### config.mk
export PLATFORM = sky130hd
export DESIGN_NAME = axil_kg_reg_file
export DESIGN_NICKNAME = d
export VERILOG_FILES = /design/src/rtl/axil_kg_reg_file.sv
export SDC_FILE = /design/constraint.sdc
export NUM_CORES = 1
export LEC_CHECK = 0
export CAP_MARGIN = 10
export CORE_UTILIZATION = 43
export CTS_CLUSTER_SIZE = 24
export DETAILED_ROUTE_END_ITERATION = 10
export GPL_TIMING_DRIVEN = 0
export PLACE_DENSITY_LB_ADDON = 0.08
export SKIP_LAST_GASP = 1
export SYNTH_ARGS = -nofsm -noshare
export SYNTH_HDL_FRONTEND = slang
export SYNTH_SLANG_ARGS = --single-unit
### constraint.sdc
create_clock -name clk -period 1.75 [get_ports clk]
set_clock_uncertainty 0.15 [all_clocks]
set_input_delay 0.2625 -clock clk [delete_from_list [all_inputs] [get_ports clk]]
set_output_delay 0.2625 -clock clk [all_outputs]
set_load 0.05 [all_outputs]
### src/rtl/axil_kg_reg_file.sv
// AXI4-Lite register file holding the Kugelblitz offload configuration (address, data, valid flags).
// Optional SCRATCH register at 0x10 enabled by defining KG_REGFILE_SCRATCH_EN.
module axil_kg_reg_file #(
  parameter int DATA_WIDTH = 32,
  parameter int ADDR_WIDTH = 32,
  parameter int STRB_WIDTH = DATA_WIDTH / 8
) (
  input  logic                  clk,
  input  logic                  rst,
  input  logic [ADDR_WIDTH-1:0] s_axil_awaddr,
  input  logic [2:0]            s_axil_awprot,
  input  logic                  s_axil_awvalid,
  output logic                  s_axil_awready,
  input  logic [DATA_WIDTH-1:0] s_axil_wdata,
  input  logic [STRB_WIDTH-1:0] s_axil_wstrb,
  input  logic                  s_axil_wvalid,
  output logic                  s_axil_wready,
  output logic [1:0]            s_axil_bresp,
  output logic                  s_axil_bvalid,
  input  logic                  s_axil_bready,
  input  logic [ADDR_WIDTH-1:0] s_axil_araddr,
  input  logic [2:0]            s_axil_arprot,
  input  logic                  s_axil_arvalid,
  output logic                  s_axil_arready,
  output logic [DATA_WIDTH-1:0] s_axil_rdata,
  output logic [1:0]            s_axil_rresp,
  output logic                  s_axil_rvalid,
  input  logic                  s_axil_rready,
  output logic [DATA_WIDTH-1:0] kg_address,
  output logic [DATA_WIDTH-1:0] kg_address_valid,
  output logic [DATA_WIDTH-1:0] kg_data,
  output logic [DATA_WIDTH-1:0] kg_data_valid
);

  localparam logic [DATA_WIDTH-1:0] ID_VALUE = 32'h4B47_0001;

  if (DATA_WIDTH != 32) begin : g_bad_data_width
    $error("axil_kg_reg_file: DATA_WIDTH must be 32");
  end
  if (STRB_WIDTH != DATA_WIDTH / 8) begin : g_bad_strb_width
    $error("axil_kg_reg_file: STRB_WIDTH must equal DATA_WIDTH/8");
  end
  if (ADDR_WIDTH < 5) begin : g_bad_addr_width
    $error("axil_kg_reg_file: ADDR_WIDTH must be at least 5");
  end

  function automatic logic [DATA_WIDTH-1:0] apply_strb(
    input logic [DATA_WIDTH-1:0] old_v,
    input logic [DATA_WIDTH-1:0] new_v,
    input logic [STRB_WIDTH-1:0] strb
  );
    logic [DATA_WIDTH-1:0] res;
    res = old_v;
    for (int i = 0; i < STRB_WIDTH; i++) begin
      if (strb[i]) begin
        res[8*i +: 8] = new_v[8*i +: 8];
      end else begin
        res[8*i +: 8] = old_v[8*i +: 8];
      end
    end
    return res;
  endfunction

  logic [DATA_WIDTH-1:0] kg_address_q, kg_address_d;
  logic [DATA_WIDTH-1:0] kg_address_valid_q, kg_address_valid_d;
  logic [DATA_WIDTH-1:0] kg_data_q, kg_data_d;
  logic [DATA_WIDTH-1:0] kg_data_valid_q, kg_data_valid_d;
  logic [DATA_WIDTH-1:0] scratch_q, scratch_d;
  logic                  awready_q, awready_d;
  logic                  bvalid_q, bvalid_d;
  logic                  arready_q, arready_d;
  logic                  rvalid_q, rvalid_d;
  logic [DATA_WIDTH-1:0] rdata_q, rdata_d;
  logic [DATA_WIDTH-1:0] rd_mux;
  logic [2:0]            wr_idx;
  logic [2:0]            rd_idx;
  logic                  wr_en;
  logic                  rd_en;
  logic                  unused_ok;

  // Protection bits and address bits outside [4:2] carry no meaning here.
  assign unused_ok = ^{s_axil_awprot, s_axil_arprot, s_axil_awaddr, s_axil_araddr};

  // Next-state logic for both channels and the register contents.
  always_comb begin
    wr_idx = s_axil_awaddr[4:2];
    rd_idx = s_axil_araddr[4:2];
    // A transfer completes on the edge where the one-cycle ready pulse meets valid.
    wr_en  = awready_q && s_axil_awvalid && s_axil_wvalid;
    rd_en  = arready_q && s_axil_arvalid;

    awready_d = s_axil_awvalid && s_axil_wvalid && !bvalid_q && !awready_q;
    arready_d = s_axil_arvalid && !rvalid_q && !arready_q;

    if (wr_en) begin
      bvalid_d = 1'b1;
    end else if (bvalid_q && s_axil_bready) begin
      bvalid_d = 1'b0;
    end else begin
      bvalid_d = bvalid_q;
    end

    kg_address_d       = kg_address_q;
    kg_address_valid_d = kg_address_valid_q;
    kg_data_d          = kg_data_q;
    kg_data_valid_d    = kg_data_valid_q;
    scratch_d          = scratch_q;
    if (wr_en) begin
      case (wr_idx)
        3'd0: kg_address_d       = apply_strb(kg_address_q, s_axil_wdata, s_axil_wstrb);
        3'd1: kg_address_valid_d = apply_strb(kg_address_valid_q, s_axil_wdata, s_axil_wstrb);
        3'd2: kg_data_d          = apply_strb(kg_data_q, s_axil_wdata, s_axil_wstrb);
        3'd3: kg_data_valid_d    = apply_strb(kg_data_valid_q, s_axil_wdata, s_axil_wstrb);
`ifdef KG_REGFILE_SCRATCH_EN
        3'd4: scratch_d          = apply_strb(scratch_q, s_axil_wdata, s_axil_wstrb);
`endif
        default: begin
        end
      endcase
    end else begin
      scratch_d = scratch_q;
    end

    case (rd_idx)
      3'd0: rd_mux = kg_address_q;
      3'd1: rd_mux = kg_address_valid_q;
      3'd2: rd_mux = kg_data_q;
      3'd3: rd_mux = kg_data_valid_q;
`ifdef KG_REGFILE_SCRATCH_EN
      3'd4: rd_mux = scratch_q;
`else
      3'd4: rd_mux = {DATA_WIDTH{1'b0}};
`endif
      3'd7: rd_mux = ID_VALUE;
      default: rd_mux = {DATA_WIDTH{1'b0}};
    endcase

    if (rd_en) begin
      rvalid_d = 1'b1;
      rdata_d  = rd_mux;
    end else if (rvalid_q && s_axil_rready) begin
      rvalid_d = 1'b0;
      rdata_d  = rdata_q;
    end else begin
      rvalid_d = rvalid_q;
      rdata_d  = rdata_q;
    end
  end

  // State registers with synchronous reset.
  always_ff @(posedge clk) begin
    if (rst) begin
      kg_address_q       <= {DATA_WIDTH{1'b0}};
      kg_address_valid_q <= {DATA_WIDTH{1'b0}};
      kg_data_q          <= {DATA_WIDTH{1'b0}};
      kg_data_valid_q    <= {DATA_WIDTH{1'b0}};
      scratch_q          <= {DATA_WIDTH{1'b0}};
      awready_q          <= 1'b0;
      bvalid_q           <= 1'b0;
      arready_q          <= 1'b0;
      rvalid_q           <= 1'b0;
      rdata_q            <= {DATA_WIDTH{1'b0}};
    end else begin
      kg_address_q       <= kg_address_d;
      kg_address_valid_q <= kg_address_valid_d;
      kg_data_q          <= kg_data_d;
      kg_data_valid_q    <= kg_data_valid_d;
      scratch_q          <= scratch_d;
      awready_q          <= awready_d;
      bvalid_q           <= bvalid_d;
      arready_q          <= arready_d;
      rvalid_q           <= rvalid_d;
      rdata_q            <= rdata_d;
    end
  end

  assign s_axil_awready   = awready_q;
  assign s_axil_wready    = awready_q;
  assign s_axil_bresp     = 2'b00;
  assign s_axil_bvalid    = bvalid_q;
  assign s_axil_arready   = arready_q;
  assign s_axil_rdata     = rdata_q;
  assign s_axil_rresp     = 2'b00;
  assign s_axil_rvalid    = rvalid_q;
  assign kg_address       = kg_address_q;
  assign kg_address_valid = kg_address_valid_q;
  assign kg_data          = kg_data_q;
  assign kg_data_valid    = kg_data_valid_q;

endmodule

# Word-level counts from Yosys, hierarchy flattened
# Index checks and enable logic that the tools add are counted.
# totals
memories	0
rom_bits	0
mem_bits_rw	0
in_bits	113
reg_bits	164
latch_bits	0
word_cells	67
# classes
reduce_logical	34
n_mux	5
n_eq_ne	7
multipliers	0
div	0
bitwise	0
n_shift	0
magnitude_cmp	0
n_addsub	0
# op_table
cell	n
one-hot mux 32 bit (5 select lines)	1
AND reduction 3 bit	16
equality test 3 x 2 -> 1 bit (second input constant)	4
logical AND 1 bit	10
equality test 3 x 1 -> 1 bit (second input constant)	2
zero test 3 bit	2
zero test 1 bit	4
2-to-1 mux 1 bit	4
nonzero test 2 bit	2
equality test 3 bit (second input constant)	1

# Depth between registers and ports, before layout
# Gate-level depths: netlist of run 1.
# logic_depth
ltp_word	3
mapped_depth	6

# Least setup slack after synthesis of run 1
# OpenSTA, ideal clock, no wires.
# synth_path
path_type	flip-flop to flip-flop
from	reg awready_q, in the netlist s_axil_awready
to	reg kg_address_valid_q[24], in the netlist kg_address_valid[24]
period_less_slack_ns	1.896
path_stages_with_launch	6
n_path_buf	1
t_arrival_ns	1.676
t_required_ns	1.530
slack_ns	-0.146
path_cell_list	dfxtp_1 nand4_1 clkbuf_1 nor2_2 nand2_1 a21oi_1
# synth_between
elab_chain_len	3
# synth_lines
element	line_no	text
start, declared	69	logic awready_q, awready_d;
start signal, assigned	169	awready_q <= awready_d;
logical AND 1 bit (2 in series)	89	wr_en = awready_q && s_axil_awvalid && s_axil_wvalid;
AND reduction 3 bit (no line)	n/a	
end signal, assigned	154	kg_address_valid_q <= {DATA_WIDTH{1'b0}};
end signal, assigned	165	kg_address_valid_q <= kg_address_valid_d;
end, declared	65	logic [DATA_WIDTH-1:0] kg_address_valid_q, kg_address_valid_d;
# Every way passes these cells.
# A chain may end at the register's enable or synchronous reset.

# Final worst setup path of run 1
# layout_path
from	reg kg_data_valid_q[7], in the netlist kg_data_valid[7]
to	out kg_data_valid[7]
# layout_rtl
element	line_no	text
start, declared	67	logic [DATA_WIDTH-1:0] kg_data_valid_q, kg_data_valid_d;
start signal, assigned	156	kg_data_valid_q <= {DATA_WIDTH{1'b0}};
start signal, assigned	167	kg_data_valid_q <= kg_data_valid_d;
end, declared	32	output logic [DATA_WIDTH-1:0] kg_data_valid
# No word-level cell between the ends.

==> results of run 1 <==
[cell usage in the layout (no fill, tap or decap), types with 13 or more instances in the layout]
cell / instances
buf_2: 13
o22ai_1: 22
clkbuf_1: 19
buf_4: 24
dlygate4sd2_1: 24
dfxtp_1: 162
a21oi_1: 130
clkbuf_16: 17
nand2_1: 227
o21ai_0: 40
clkbuf_2: 77
mux2i_1: 48
a22o_1: 31
clkdlybuf4s50_1: 42
clkdlybuf4s15_1: 69
[registers in the layout (all words and copies together) (netlist names)]
register and count:
s_axil_arready 1, kg_address_valid 32, kg_address 32, kg_data 32, s_axil_awready 1, s_axil_rdata 32
s_axil_bvalid 1, s_axil_rvalid 1, kg_data_valid 32
[layer usage]
| metal | wire, um | share of wire, % | up-vias |
|---|---|---|---|
| met5 | 0 | 0 | - |
| met4 | 565 | 2.3 | 0 |
| met3 | 2132 | 8.7 | 46 |
| met2 | 11290 | 46 | 346 |
| met1 | 10410 | 43 | 3308 |
| li1 | - | - | 3253 |
[synthesized netlist by cell type, types with 2 or more instances]
library cell	instances
nand3_1	4
nand2b_1	2
or3_1	2
o21ai_0	40
buf_2	23
a22o_1	31
o221ai_1	6
nand4_1	4
clkbuf_1	30
mux2i_1	48
nor2_1	5
a22oi_1	6
o22ai_1	22
inv_1	7
o211ai_1	3
buf_1	2
buf_4	8
nor2_2	13
or2_1	12
a21oi_1	130
nor2b_1	2
or3b_1	2
nand2_1	227
dfxtp_1	164
[power breakdown]
group	switching, mW	total [mW]	internal, mW
clock	1.51	3.73	2.23
sequential	0.00815	3.75	3.74
combinational	0.360	0.553	0.194
total	1.87	8.04	6.16
[kinds of logic after synthesis]
family,synth area share [%]
other,0.05612
AOI/OAI and AO/OA,20.99
muxes,7.527
DFF,49.13
buffers and inverters,4.812
and+or+nand+nor,17.49
[worst min-delay path by stage]
stage                   startpoint             end  slack [ns]  depth (start not counted)
finish              s_axil_awvalid  s_axil_awready        0.03                          3
global route        s_axil_awvalid  s_axil_awready        0.04                          3
CTS                 s_axil_arready  s_axil_arready        0.29                          1
detailed placement  s_axil_arready  s_axil_arready        0.28                          1
global placement     s_axil_bvalid  s_axil_awready        0.28                          1
floorplan           s_axil_awvalid  s_axil_awready        0.22                          2
[per-stage QoR]
step | instance area (sq um) | utilization, %
finish | 9475 | 62.33
global route | 9475 | 62.33
CTS | 9572 | 62.96
detailed placement | 9044 | 59.49
global placement | 9044 | 59.49
floorplan | 6696 | -
[final cells by class]
| class | count | area, sq um |
|---|---|---|
| Fill cell | 1393 | 5727 |
| Sequential cell | 164 | 3288 |
| Multi-Input combinational cell | 572 | 3169 |
| Timing Repair Buffer | 220 | 1843 |
| Clock buffer | 21 | 440.4 |
| Buffer | 60 | 339.1 |
| Tap cell | 188 | 235.2 |
| Clock inverter | 10 | 133.9 |
| Inverter | 7 | 26.28 |
[timing repair]
| item | 4_1_cts | 5_1_grt |
|---|---|---|
| pin swaps | 2 | 3 |
| setup endpoints to repair | 295 | 278 |
| cloned | 0 | 0 |
| setup buffers | 3 | 6 |
| gates resized for setup | 241 | 202 |
==> metrics, run 1 <==
clock buffer count from CTS 17; Worst Path Required ~1.3 ns; Core Area approximately 15000 sq um; CTS sink cnt approximately 160; Avg Cell Area, Syn approximately 8.3 sq um; Worst Setup Start Kind flop; Reg clk slew, reported paths 0.06 ns; Worst path slowest cell clkdlybuf4s15_1; port bufs 211; die area about 16000 sq um; global-route wire length before repair around 36000 um; Final setup viols 0; Critical Path End kg_data_valid[7]; worst r2r src s_axil_awready; synthesis-to-layout area growth 41.79%; Crit. End Element output pin; Initial Utilization ~44%; Global Route Usage Sum 29.90%; Hold Buf Count CTS 0; Clock Latency Late Sink 0.42 ns; ANT cells 0; final wirelength around 24000 um; Hold WC Path Type primary input to flop; H-tree depth reported by CTS 4; Reg2Reg Depth 6; final hold vios 0; CTS Root Cell clkbuf_16; Yosys reg bits between 150 and 200; highest achievable clock rate between 500 and 600 MHz; Async SR Flop Fraction 0%; Cell variety after synth 34; post-synth top area share between 40% and 50%; crit path from kg_data_valid[7]; crit path time final roughly 1.7 ns; Placed Cells 1205; critical-path cell list clkdlybuf4s15_1; Routed Antenna Nets 0; largest stage delay on the critical path roughly 0.52 ns; vias in the first global route between 6k and 7k; Reg-to-Reg End kg_data[31]; Post-synth EDFFs 0; largest net degree at the start of global routing 17; Synth area leader dfxtp_1; Via density around 5.6; Die Y 126.7 um; ranking of synthesized cells by area dfxtp_1 (49%), nand2_1 (13%), a21oi_1 (9.7%), mux2i_1 (7.2%), a22o_1 (4.1%); DRT iter0 DRCs a little over 600; RSZ-0062 raised after global routing false; Final GP Congestion 0.8457; status complete, no violations; fin nets around 1.2k; Worst IR Drop VDD approximately 0.66 mV; global routing usage on met1 about two fifths; Pins Over Slew Limit 0; layout cells sized above 1 16.79%; # rows 45; vias a little under 7k; Cell Pwr Density between 800 and 900 nW/um^2; DRC viols 0; initial antenna violation count 0; TritonCTS clock tree built; global route overflow 0; Tot Pwr between 8 and 9 mW; Die Wd 126.7 um; Yosys warning count 0; Final HPWL DP 17090 um; CP Depth 1; post-synthesis cell area around 6700 sq um; Final Worst Setup Slack roughly 0.02 ns; met2 global-route usage between 40% and 50%; # IOs roughly 280; met3 usage in global routing 6.959%; max-cap check violation count 0; crit path buf inv count 1; CP Max Fanout 3; Top Usage Layer GRT met2; r2r setup slk 0.11 ns; routed len/inst about 20 um; Leakage around 3.6 nW; setup tns final 0 ns; worst rel slew slack 49.26%; register area share after synthesis approximately half; worst slack, placed -0.8574 ns; Slew @ Worst Pin about 0.76 ns; post-route clock period utilization between 90% and 100%; 1st-pass router iterations 5; critical setup path kind flop to output pin; clk buf depth 2; Post-synth top flop dfxtp_1; post-layout instance count excluding filler cells approximately 1.2k; Fin Hold WS around 0.025 ns; CP top delay family buffers and inverters; Crit path arrival time approximately 1.3 ns; synthesized instance count roughly 800
Power figures use the tool's default switching activity.
==> run 2, diff against run 1 <==
Settings changed: SETUP_SLACK_MARGIN set to 0.5.
==> run 2 against run 1 <==
- maximum frequency rose by 7.7%
- cell area rose by 36%
- wire length rose by 20%
- hold slack improved by 0.052 ns
- global-route usage rose by 1.4 points
- clock power rose by 4%
- cell count rose by 8.3%
- sequential share of layout area fell by 6.2 points
- first-iteration DRC count rose by 23%
- critical path type is now flop to flop
- critical endpoint is now kg_data[13]
- register-to-register slack improved by 0.03 ns
==> metrics, run 2 (same netlist as run 1, synthesis figures left out) <==
Die Wd 126.7 um; final wirelength 29360 um; Worst Setup Start Kind flop; Final GP Congestion 0.8125; Hold Buf Count CTS 0; Fin Hold WS ~0.078 ns; Reg2Reg Depth 6; commonest non-fill, non-tap cell in the layout buf_8; Final Util 84.62%; worst r2r src s_axil_awready; CTS sink cnt 164; Reg-to-Reg End kg_data[13]; 1st-pass router iterations 8; Worst Path Required approximately 1.9 ns; Global Route Usage Sum about a third; max-cap check violation count 0; Crit path arrival time between 1.5 and 2 ns; fin area 12860 sq um; DRC viols 0; Hold WC Path Type primary input to flop; hold path endpoint s_axil_arready; clk buf depth 2; largest net degree at the start of global routing 17; Die Y about 130 um; Final HPWL DP 16940 um; H-tree depth reported by CTS 4; global-route wire length before repair 37710 um; die area 16040 sq um; fill count 795; Initial Utilization 43.96%; final hold vios 0; crit path time final 1.607 ns; RSZ-0062 raised after global routing true; CP Max Fanout 8; dpl cell area 9384 sq um; status complete, no violations; Crit. End Element flop; most frequent cells in the layout buf_8 (168), nand2_1 (147), dfxtp_2 (95), buf_4 (94), a21oi_1 (72); Routed Antenna Nets 0; vias in the first global route between 6k and 7k; Core Area between 15000 and 20000 sq um; # rows 45; # IOs approximately 280; synthesis-to-layout area growth 92.49%; hold path startpoint s_axil_arvalid; CTS Root Cell clkbuf_16; Reg clk slew, reported paths approximately 0.06 ns; Tot Pwr between 8 and 9 mW; layout cells sized above 1 about 61%; worst rel slew slack 38.37%; DRT iter0 DRCs 743; Clock Latency Late Sink approximately 0.43 ns; post-route clock period utilization between 90% and 100%; worst hold stages 2; port bufs 211; critical setup path kind flop to flop; Final setup viols 0; highest achievable clock rate ~620 MHz; Leakage approximately 5.0 nW; global route overflow 0; fin nets roughly 1.3k; Via density just under 6; Cell Pwr Density 639.5 nW/um^2; Slew @ Worst Pin a little over 0.9 ns; clock buffer count from CTS 17; Worst IR Drop VDD around 0.87 mV; Pins Over Slew Limit 0; routed len/inst around 22 um; TritonCTS clock tree built; r2r setup slk approximately 0.14 ns; initial antenna violation count 1; vias between 7k and 8k
==> run 2: critical path: stages (launching register included) <==
cell and delay (ns):
dfxtp_4 0.39, nand4_1 0.13, buf_6 0.17, buf_12 0.13, nor2_4 0.28, nand2_1 0.09
a21oi_1 0.17
==> run 2: metrics by stage <==
step           setup WS [ns]  setup TNS [ns]  std cells
2_1_floorplan         0.2277               0        806
6_report              0.1434               0       1345
3_5_place_dp         -0.5778          -68.91       1205
3_3_place_gp         -0.5682          -66.84       1205
5_1_grt              0.09567               0       1345
4_1_cts               0.2199               0       1276
==> run 2: cell type report <==
class                           count  area (sq um)  area share, %
Buffer                             63         638.1          4.961
Tap cell                          188         235.2          1.829
Clock inverter                      9         126.4         0.9824
Clock buffer                       22         474.2          3.686
Inverter                            7         26.28         0.2043
Timing Repair Buffer              319          3870          30.08
Antenna cell                        1         2.502        0.01945
Sequential cell                   164          3661          28.46
Multi-Input combinational cell    572          3830          29.77
==> run 2: power by group <==
part | switching, mW | leakage, nW | internal (mW) | total [mW]
clock network | 1.53 | 0.292 | 2.34 | 3.87
registers | 0.0121 | 1.43 | 3.64 | 3.65
logic | 0.436 | 3.23 | 0.271 | 0.707
total | 1.98 | 4.95 | 6.25 | 8.23
==> run 2: repair_timing <==
action,in CTS,in global routing
setup buffers,40,63
resized for setup,1075,842
pin swaps,11,118
cloned,0,5
setup endpoints to repair,325,327
==> run 2: how the worst max path moves through the flow <==
stage                           from              endpoint  cells past startpoint
finish                s_axil_awready           kg_data[13]                      6
global route                     rst      kg_data_valid[5]                      4
CTS                   s_axil_awready  kg_address_valid[21]                      7
detailed placement     s_axil_wvalid  kg_address_valid[27]                      6
global placement       s_axil_wvalid  kg_address_valid[27]                      6
floorplan           s_axil_awaddr[4]        kg_address[24]                      6
==> run 2: layer usage <==
metal	vias up	global-route usage, %	wire [um]
li1	3467	-	-
met1	3796	40.73	11480
met2	518	50.83	13970
met3	110	7.423	2605
met4	0	11.41	1305
met5	-	0	0
==> run 3, diff against run 2 <==
Settings changed: CORE_UTILIZATION 43 to 29.
==> run 3 against run 2 <==
- wire length decreased by 0.80%
- hold slack better by 0.0042 ns
- critical path depth shrank 3
- cell count increased by 6.0%
- combinational power up 1%
- clock power decreased by 5%
- setup slack improved by 0.024 ns
- sequential cell count did not move
- critical endpoint is now s_axil_wready
- largest power group unchanged
==> metrics, run 3 (same netlist as run 1, synthesis figures left out) <==
setup tns final 0 ns; global route overflow 0; crit path time final around 1.6 ns; final hold vios 0; Sw Share a little over a quarter; Initial Utilization between 20% and 30%; CP Max Fanout 7; Crit path arrival time 1.17 ns; CTS sink cnt 164; Global Route Usage Sum about a quarter; highest achievable clock rate between 600 and 700 MHz; H-tree depth reported by CTS 4; synthesis-to-layout area growth 93.07%; Pins Over Slew Limit 0; clock buffer count from CTS 17; Seq pwr share a little under half; commonest non-fill, non-tap cell in the layout buf_8; Die Wd 153.8 um; # IOs between 200 and 300; post-layout instance count excluding filler cells roughly 1.4k; Worst Path Required between 1 and 1.5 ns; Final HPWL DP around 19000 um; DRT iter0 DRCs about 410; Via density 5.000; 1st-pass router iterations 5; die area 23650 sq um; wire length on met2 ~14000 um; clk buf depth 2; uppermost layer routed met4; Crit. End Element output pin; Hold WC Path Type primary input to flop; CTS Root Cell clkbuf_16; worst rel slew slack a little under two fifths; Die Y about 150 um; Final setup viols 0; layout cells sized above 1 60.65%; Worst IR Drop VDD between 0.4 and 0.5 mV; Slew @ Worst Pin roughly 0.94 ns; Reg clk slew, reported paths 0.07 ns; status complete, no violations; Placed Cells roughly 1.3k; Leakage roughly 4.9 nW; # rows 55; final wirelength approximately 29000 um; met3 WL 1453 um; P_int roughly 5.9 mW; Final GP Congestion 0.7945; sw power ~2.1 mW; Clock Latency Late Sink between 0.4 and 0.5 ns; Cell Pwr Density slightly above 600 nW/um^2; routed len/inst 20.42 um; max-cap check violation count 0; port bufs 211; fill count between 1.5k and 2k; most frequent cells in the layout buf_8 (161), nand2_1 (150), dfxtp_4 (85), buf_4 (80), dfxtp_2 (76); Metal-1 WL between 10000 and 15000 um; TritonCTS clock tree built; initial antenna violation count 0; Gate power share approximately 8.9%; DRC viols 0; fin nets ~1.2k; Worst Setup Start Kind flop; ANT cells 0; Core Area 22640 sq um; RSZ-0062 raised after global routing true; Routed Antenna Nets 0; post-route clock period utilization 90.43%; critical setup path kind flop to output pin; global-route wire length before repair 41380 um; power share of the clock group a little under half; vias 7130; vias in the first global route 6543; largest net degree at the start of global routing 17
run 3: changes by cell type in the layout (fill, tap and decap cells not counted), sizes merged:
cell / change
diode: -1
clkinvlp: +2
dlygate4sd2: +2
buf: -15
bufinv: -2
clkdlybuf4s15: -2
clkbuf: -5
inv: +5
run 3: worst paths after layout:
kind / to / slack [ns] / startpoint / cells after the start
hold reg to reg: s_axil_arready / 0.30 / s_axil_rvalid / 1
setup reg to reg: kg_address_valid[22] / 0.19 / s_axil_awready / 7
setup / recovery: s_axil_wready / 0.17 / s_axil_awready / 3
hold / removal: s_axil_arready / 0.08 / s_axil_arvalid / 2
run 3: timing repair:
action                      CTS  global route
hold buffers                  0             0
setup endpoints to repair   325           327
gates cloned                  0             2
buffers inserted             38            52
pin swaps                    14           122
gates resized for setup    1081           861
run 3: layout make-up:
type                       instances  area, sq um  share of cell area (%)
clock inverter                    14        125.1                  0.9697
buffer                            63        655.6                   5.081
sequential                       164         3697                   28.66
multi-input combinational        572         3882                   30.09
tap                              285        356.6                   2.764
clock buffer                      18        439.2                   3.404
timing repair buffer             303         3720                   28.83
inverter                           7        26.28                  0.2036
run 3: power by group through the flow:
stage,registers (mW),logic [mW],clock network (mW)
finish,3.62,0.716,3.69
global route,3.62,0.744,3.89
CTS,3.69,0.625,3.73
detailed placement,3.83,0.605,0
global placement,3.83,0.608,0
floorplan,3.85,0.265,0
run 3: critical path: stages, from the launching register on:
cell and delay, ns:
dfxtp_4 0.37, buf_4 0.14, buf_6 0.11, buf_8 0.14
run 3: layer usage:
metal | up-vias | GRT usage (%)
met3 | 22 | 4.538
met2 | 210 | 38.81
met5 | - | 0
li1 | 3434 | -
met1 | 3464 | 32.04
met4 | 0 | 5.381
run 3: per-stage QoR:
step                setup slack, ns  power (mW)  instance area, sq um  utilization, %  hold WS (ns)
finish                       0.1675       8.027                 12900           56.99       0.08175
detailed placement          -0.6640       4.431                  9505           41.98        0.2863
CTS                          0.2117       8.048                 10260           45.31        0.1138
global placement            -0.6567       4.433                  9505           41.98        0.2796
global route                 0.1215       8.253                 12900           56.99       0.08951
floorplan                    0.2277       4.118                  7037               -        0.2222
